--- src/rtl/vga_timing_pkg.sv ---
// Default VGA 640x480@60 timing constants and sync polarity encoding.
// Shared by vga_sync_gen and vga_axis_counter.
package vga_timing_pkg;

  localparam int unsigned DEF_H_ACTIVE = 640;
  localparam int unsigned DEF_H_FP     = 16;
  localparam int unsigned DEF_H_SYNC   = 96;
  localparam int unsigned DEF_H_BP     = 48;
  localparam int unsigned DEF_V_ACTIVE = 480;
  localparam int unsigned DEF_V_FP     = 10;
  localparam int unsigned DEF_V_SYNC   = 2;
  localparam int unsigned DEF_V_BP     = 33;
  localparam int unsigned DEF_CNT_W    = 10;

  localparam int unsigned DEF_H_TOTAL = DEF_H_ACTIVE + DEF_H_FP + DEF_H_SYNC + DEF_H_BP;
  localparam int unsigned DEF_V_TOTAL = DEF_V_ACTIVE + DEF_V_FP + DEF_V_SYNC + DEF_V_BP;

  localparam int unsigned DEF_H_SYNC_START = DEF_H_ACTIVE + DEF_H_FP;
  localparam int unsigned DEF_H_SYNC_END   = DEF_H_SYNC_START + DEF_H_SYNC - 1;
  localparam int unsigned DEF_V_SYNC_START = DEF_V_ACTIVE + DEF_V_FP;
  localparam int unsigned DEF_V_SYNC_END   = DEF_V_SYNC_START + DEF_V_SYNC - 1;

  // Sync polarity: the level driven while the sync pulse is active.
  localparam logic SYNC_ACTIVE_LOW  = 1'b0;
  localparam logic SYNC_ACTIVE_HIGH = 1'b1;

  localparam int unsigned FRAME_CNT_W = 8;

endpackage

--- src/rtl/vga_axis_counter.sv ---
// Wrapping 0..MAX counter for one VGA axis; wrap flags the final count while inc is high.
module vga_axis_counter
  import vga_timing_pkg::*;
#(
  parameter int unsigned MAX = DEF_H_TOTAL - 1,
  parameter int unsigned W   = DEF_CNT_W
) (
  input  logic         clk,
  input  logic         resetN,
  input  logic         inc,
  output logic [W-1:0] cnt,
  output logic         wrap
);

  localparam logic [W-1:0] CNT_MAX = W'(MAX);

  assign wrap = inc && (cnt == CNT_MAX);

  always_ff @(posedge clk) begin
    if (!resetN) begin
      cnt <= '0;
    end else if (inc) begin
      cnt <= (cnt == CNT_MAX) ? '0 : cnt + W'(1);
    end
  end

endmodule

--- src/rtl/vga_sync_gen.sv ---
// VGA timing generator: sync, active-video flag, coordinates and line/frame strobes.
// Optional VGA_SYNC_FRAMECNT_EN adds an 8-bit frame counter output.
module vga_sync_gen
  import vga_timing_pkg::*;
#(
  parameter int unsigned H_ACTIVE = DEF_H_ACTIVE,
  parameter int unsigned H_FP     = DEF_H_FP,
  parameter int unsigned H_SYNC   = DEF_H_SYNC,
  parameter int unsigned H_BP     = DEF_H_BP,
  parameter int unsigned V_ACTIVE = DEF_V_ACTIVE,
  parameter int unsigned V_FP     = DEF_V_FP,
  parameter int unsigned V_SYNC   = DEF_V_SYNC,
  parameter int unsigned V_BP     = DEF_V_BP,
  parameter logic        SYNC_POL = SYNC_ACTIVE_LOW,
  parameter int unsigned CNT_W    = DEF_CNT_W
) (
  input  logic             clk,
  input  logic             resetN,
  output logic             hsync,
  output logic             vsync,
  output logic             videoOn,
  output logic [CNT_W-1:0] pixelX,
  output logic [CNT_W-1:0] pixelY,
  output logic             lineTick,
  output logic             frameTick
`ifdef VGA_SYNC_FRAMECNT_EN
  ,
  output logic [FRAME_CNT_W-1:0] frameCnt
`endif
);

  localparam int unsigned H_TOTAL = H_ACTIVE + H_FP + H_SYNC + H_BP;
  localparam int unsigned V_TOTAL = V_ACTIVE + V_FP + V_SYNC + V_BP;

  localparam logic [CNT_W-1:0] H_ACT_LIM    = CNT_W'(H_ACTIVE);
  localparam logic [CNT_W-1:0] V_ACT_LIM    = CNT_W'(V_ACTIVE);
  localparam logic [CNT_W-1:0] H_SYNC_START = CNT_W'(H_ACTIVE + H_FP);
  localparam logic [CNT_W-1:0] H_SYNC_END   = CNT_W'(H_ACTIVE + H_FP + H_SYNC - 1);
  localparam logic [CNT_W-1:0] V_SYNC_START = CNT_W'(V_ACTIVE + V_FP);
  localparam logic [CNT_W-1:0] V_SYNC_END   = CNT_W'(V_ACTIVE + V_FP + V_SYNC - 1);

  logic [CNT_W-1:0] hCnt;
  logic [CNT_W-1:0] vCnt;
  logic             hWrap;
  logic             vWrap;
  logic             hSyncOn;
  logic             vSyncOn;

  vga_axis_counter #(
    .MAX (H_TOTAL - 1),
    .W   (CNT_W)
  ) uHorz (
    .clk    (clk),
    .resetN (resetN),
    .inc    (1'b1),
    .cnt    (hCnt),
    .wrap   (hWrap)
  );

  // Vertical axis advances once per line; its wrap marks the last pixel of the frame.
  vga_axis_counter #(
    .MAX (V_TOTAL - 1),
    .W   (CNT_W)
  ) uVert (
    .clk    (clk),
    .resetN (resetN),
    .inc    (hWrap),
    .cnt    (vCnt),
    .wrap   (vWrap)
  );

  assign hSyncOn = (hCnt >= H_SYNC_START) && (hCnt <= H_SYNC_END);
  assign vSyncOn = (vCnt >= V_SYNC_START) && (vCnt <= V_SYNC_END);

  // One register stage so coordinates and sync/video flags stay aligned.
  always_ff @(posedge clk) begin
    if (!resetN) begin
      hsync     <= ~SYNC_POL;
      vsync     <= ~SYNC_POL;
      videoOn   <= 1'b0;
      pixelX    <= '0;
      pixelY    <= '0;
      lineTick  <= 1'b0;
      frameTick <= 1'b0;
    end else begin
      hsync     <= hSyncOn ? SYNC_POL : ~SYNC_POL;
      vsync     <= vSyncOn ? SYNC_POL : ~SYNC_POL;
      videoOn   <= (hCnt < H_ACT_LIM) && (vCnt < V_ACT_LIM);
      pixelX    <= hCnt;
      pixelY    <= vCnt;
      lineTick  <= hWrap;
      frameTick <= vWrap;
    end
  end

`ifdef VGA_SYNC_FRAMECNT_EN
  // Game-speed timebase: counts visible frameTick pulses, wrapping naturally at 8 bits.
  always_ff @(posedge clk) begin
    if (!resetN) begin
      frameCnt <= '0;
    end else if (frameTick) begin
      frameCnt <= frameCnt + FRAME_CNT_W'(1);
    end
  end
`endif

endmodule

--- config.mk ---
export PLATFORM = sky130hd
export DESIGN_NAME = vga_sync_gen
export DESIGN_NICKNAME = d
export VERILOG_FILES = /design/src/rtl/vga_timing_pkg.sv /design/src/rtl/vga_axis_counter.sv /design/src/rtl/vga_sync_gen.sv
export SDC_FILE = /design/constraint.sdc
export NUM_CORES = 1
export LEC_CHECK = 0
export BUFFER_PORTS_ARGS = -buffer_cell sky130_fd_sc_hd__buf_2
export CAP_MARGIN = 5
export CORE_ASPECT_RATIO = 1.5
export CORE_UTILIZATION = 62
export CTS_BUF_LIST = sky130_fd_sc_hd__clkbuf_4
export CTS_CLUSTER_DIAMETER = 200
export CTS_CLUSTER_SIZE = 30
export DETAILED_ROUTE_END_ITERATION = 10
export HOLD_SLACK_MARGIN = 0.1
export PLACE_DENSITY = 0.83
export SYNTH_ARGS = -nofsm -noshare
export SYNTH_HDL_FRONTEND = slang
export SYNTH_SLANG_ARGS = --single-unit
--- constraint.sdc ---
create_clock -name clk -period 3.25 [get_ports clk]
set_clock_uncertainty 0.1 [all_clocks]
set_input_delay 0.325 -clock clk [delete_from_list [all_inputs] [get_ports clk]]
set_output_delay 0.325 -clock clk [all_outputs]
set_load 0.005 [all_outputs]
==> results.md <==
* Syn avg cell area at 9.71 µm²
* Final instance area at 1860 µm²
* Endpoint class of the critical path: register
* Final setup TNS at 0 ns
* Register area share after synthesis at 53.9%
* Finished Core Util at 74.2%
* CTS Buf Count at 5
* First-pass GRT wire length at 5.10 mm
* Mapped Cells at 172
* DRC Markers at 0
* WP buf/inv at 0
* Total power at 829 µW
* Post-synth EDFFs at 0
* Routed wire length at 3.05 mm
* Worst setup margin at 0.996 ns
* Largest net degree at the start of global routing at 22
* Area grow syn2layout at 11.3%
* Post-synthesis mux area share at 0.599%
* Hold_ws at 0.255 ns
* Setup slack at placement at 1.02 ns
* Vias in the first global route at 1144
* CP top delay family: simple AND/OR/NAND/NOR gates
* Post-Synth Simple-Gate Area at 26.8%
* Main flop type after synthesis: dfxtp_1
* Actual slew at the worst max-slew pin at 0.687 ns
* Clock-pin slew on the worst setup and hold paths at 0.12 ns
* Final setup viols at 0
* Yosys warnings at 0
* VDD IR-drop max at 0.344 mV
* Die Ht at 65.6 µm
* Comb pwr share at 2.7%
* CTS tree: done
* Slew margin rel. at 53.8%
* Sw Share at 21.4%
* Worst Path Arrival at 2.46 ns
* Yosys reg bits at 45
* Final Hold Fails at 0
* Worst-Skew Late Latency at 0.36 ns
* Clk root buf: clkbuf_4
* Top cells by count, synth: dfxtp_1, nor2_1, and2_1
* Core area at 2500 µm²
* Area leader, netlist: dfxtp_1
* Main combinational cell family by area after synthesis: simple AND/OR/NAND/NOR gates
* Maximum buffer depth of the clock tree at 2
* WP data required at 3.45 ns
* Vias per cell at 5.42
* Pint at 651 µW
* Post-Synth XOR/XNOR Area at 6.29%
* Clock sink count at 45
* Crit share post-route at 69.3%
* Initial DRT Pass Iterations at 4
* Clock Power Share at 29.6%
* Die area at 2910 µm²
* CP Class: reg2reg
* Outcome: finished, final reports clean
* Htree depth at 2
* Hold buffer count at CTS at 0
* NumNets Final at 205
* Asr flop ratio synth at 0%
* Fmax at 444 MHz
* Final critical-path required period at 2.25 ns
* Via count at 1269
* Drt wl/cell at 13.0 µm
* Final std cells w/o fill at 234
* Port buffer count at 26
* CP max stage delay at 0.58 ns
* Post-Synthesis Cell Area at 1670 µm²
* Synth unique cells at 37
* Share of the synthesized area in the top cell type at 53.9%
* Initial Util at 66.7%
* CP startpoint kind: register
* CP Cell Sequence: ha_1, nand4_2, or3_1, or4_1, a21oi_1
* Sequential share of power at 67.8%
* Area post-placement at 1810 µm²
* Max-slew violations at 0
* Post-CTS setup buffer count at 0
* DR iter-0 viols at 34
* Antenna-violating nets left at 0
* Post-Syn Nets at 179
* Most numerous cell in the Yosys netlist: dfxtp_1
* Min-Delay Path Class: in2reg
* Post-DP HPWL at 2.22 mm
* Synth Area in Adders at 3.75%
* Post-CTS sizing at 0
* GRT Total Usage at 25.2%
* Proportion of layout cells with a drive suffix above 1 at 17.7%
* RSZ-0062 raised after global routing: no
* Overall die width at 44.4 µm
* RD Place Congestion at 0.793
* Leakage at 0.758 nW
* NetSw at 177 µW
* Post-synthesis compound-gate area fraction at 4.94%
* PD cells at 446 nW/µm²
* Max FO, Critical Path at 11
* GRT overflow at 0
* # IOs at 27
* Maxcap violations at 0
* Initial antenna violation count at 0
* Placed cells at 227
* Critical path's slowest cell: or3_1
* ANT cells at 0
* # rows at 22
* Synth area leaders: dfxtp_1, and2_1, nor2_1
[cell usage in the layout (no fill, tap or decap), drive strengths merged, types with 2 or more instances in the layout]
| master | synthesis | layout |
|---|---|---|
| nand2 | 8 | 8 |
| xnor2 | 8 | 8 |
| inv | 7 | 7 |
| o2111ai | 2 | 2 |
| o21ai | 2 | 2 |
| nand4 | 4 | 4 |
| clkbuf | 5 | 6 |
| xor2 | 4 | 4 |
| ha | 5 | 5 |
| nand3 | 9 | 9 |
| nor2 | 25 | 25 |
| nor3 | 6 | 6 |
| and2 | 15 | 15 |
| and3 | 2 | 2 |
| a21oi | 3 | 3 |
| dfxtp | 45 | 45 |
| o31ai | 2 | 2 |
| buf | 2 | 26 |
| nor4 | 4 | 4 |
[worst reg2reg max path: stages (launching register included)]
cell and delay, ns:
dfxtp_1 0.41, ha_1 0.26, nand4_2 0.17, or3_1 0.58, or4_1 0.55, a21oi_1 0.15
[registers in the layout, indices dropped and copies added, names as in the netlist]
signal and count:
vsync 1, uHorz.cnt 10, pixelY 10, frameTick 1, hsync 1, pixelX 10, videoOn 1, uVert.cnt 10
lineTick 1
[path summary, 6_finish.rpt]
kind	slack, ns	cells past startpoint	startpoint	to
setup reg to reg	1.0	5	uHorz.cnt[0]$_SDFF_PP0_	uVert.cnt[6]$_SDFFE_PN0P_
hold / removal	0.25	3	resetN	uVert.cnt[9]$_SDFFE_PN0P_
hold reg to reg	0.39	1	uHorz.cnt[0]$_SDFF_PP0_	uHorz.cnt[0]$_SDFF_PP0_
setup / recovery	1.0	5	uHorz.cnt[0]$_SDFF_PP0_	uVert.cnt[6]$_SDFFE_PN0P_
[power groups by stage]
stage / Sequential [mW] / Combinational [mW] / Clock (mW)
3_3_place_gp: 0.573 / 0.0210 / 0
5_1_grt: 0.562 / 0.0251 / 0.272
4_1_cts: 0.561 / 0.0222 / 0.252
6_report: 0.561 / 0.0221 / 0.245
3_5_place_dp: 0.574 / 0.0216 / 0
2_1_floorplan: 0.574 / 0.0138 / 0
[cells by family after synthesis]
| logic type | after synthesis |
|---|---|
| adders and majority gates | 5 |
| xor gates and xnor gates | 12 |
| AOI/OAI and AO/OA | 12 |
| DFF | 45 |
| muxes | 1 |
| and+or+nand+nor | 83 |
| buffers and inverters | 14 |
[cell type report]
cell class / count / area (µm²)
flip-flops and latches: 45 / 901
multi-input cells: 113 / 708
fillers: 190 / 646
repair buffers: 26 / 130
clock buffers: 6 / 45.0
well taps: 36 / 45.0
inverters: 7 / 26.3
clock inverters: 1 / 3.75
[routing by layer]
| layer | share of wire (%) | up-vias | global-route usage (%) |
|---|---|---|---|
| met5 | 0 | - | 0 |
| met4 | 4.1 | 0 | 16.7 |
| met3 | 3.6 | 10 | 6.87 |
| met2 | 55 | 32 | 42.8 |
| met1 | 37 | 600 | 25.9 |
| li1 | - | 627 | - |
Power figures use the tool's default switching activity.
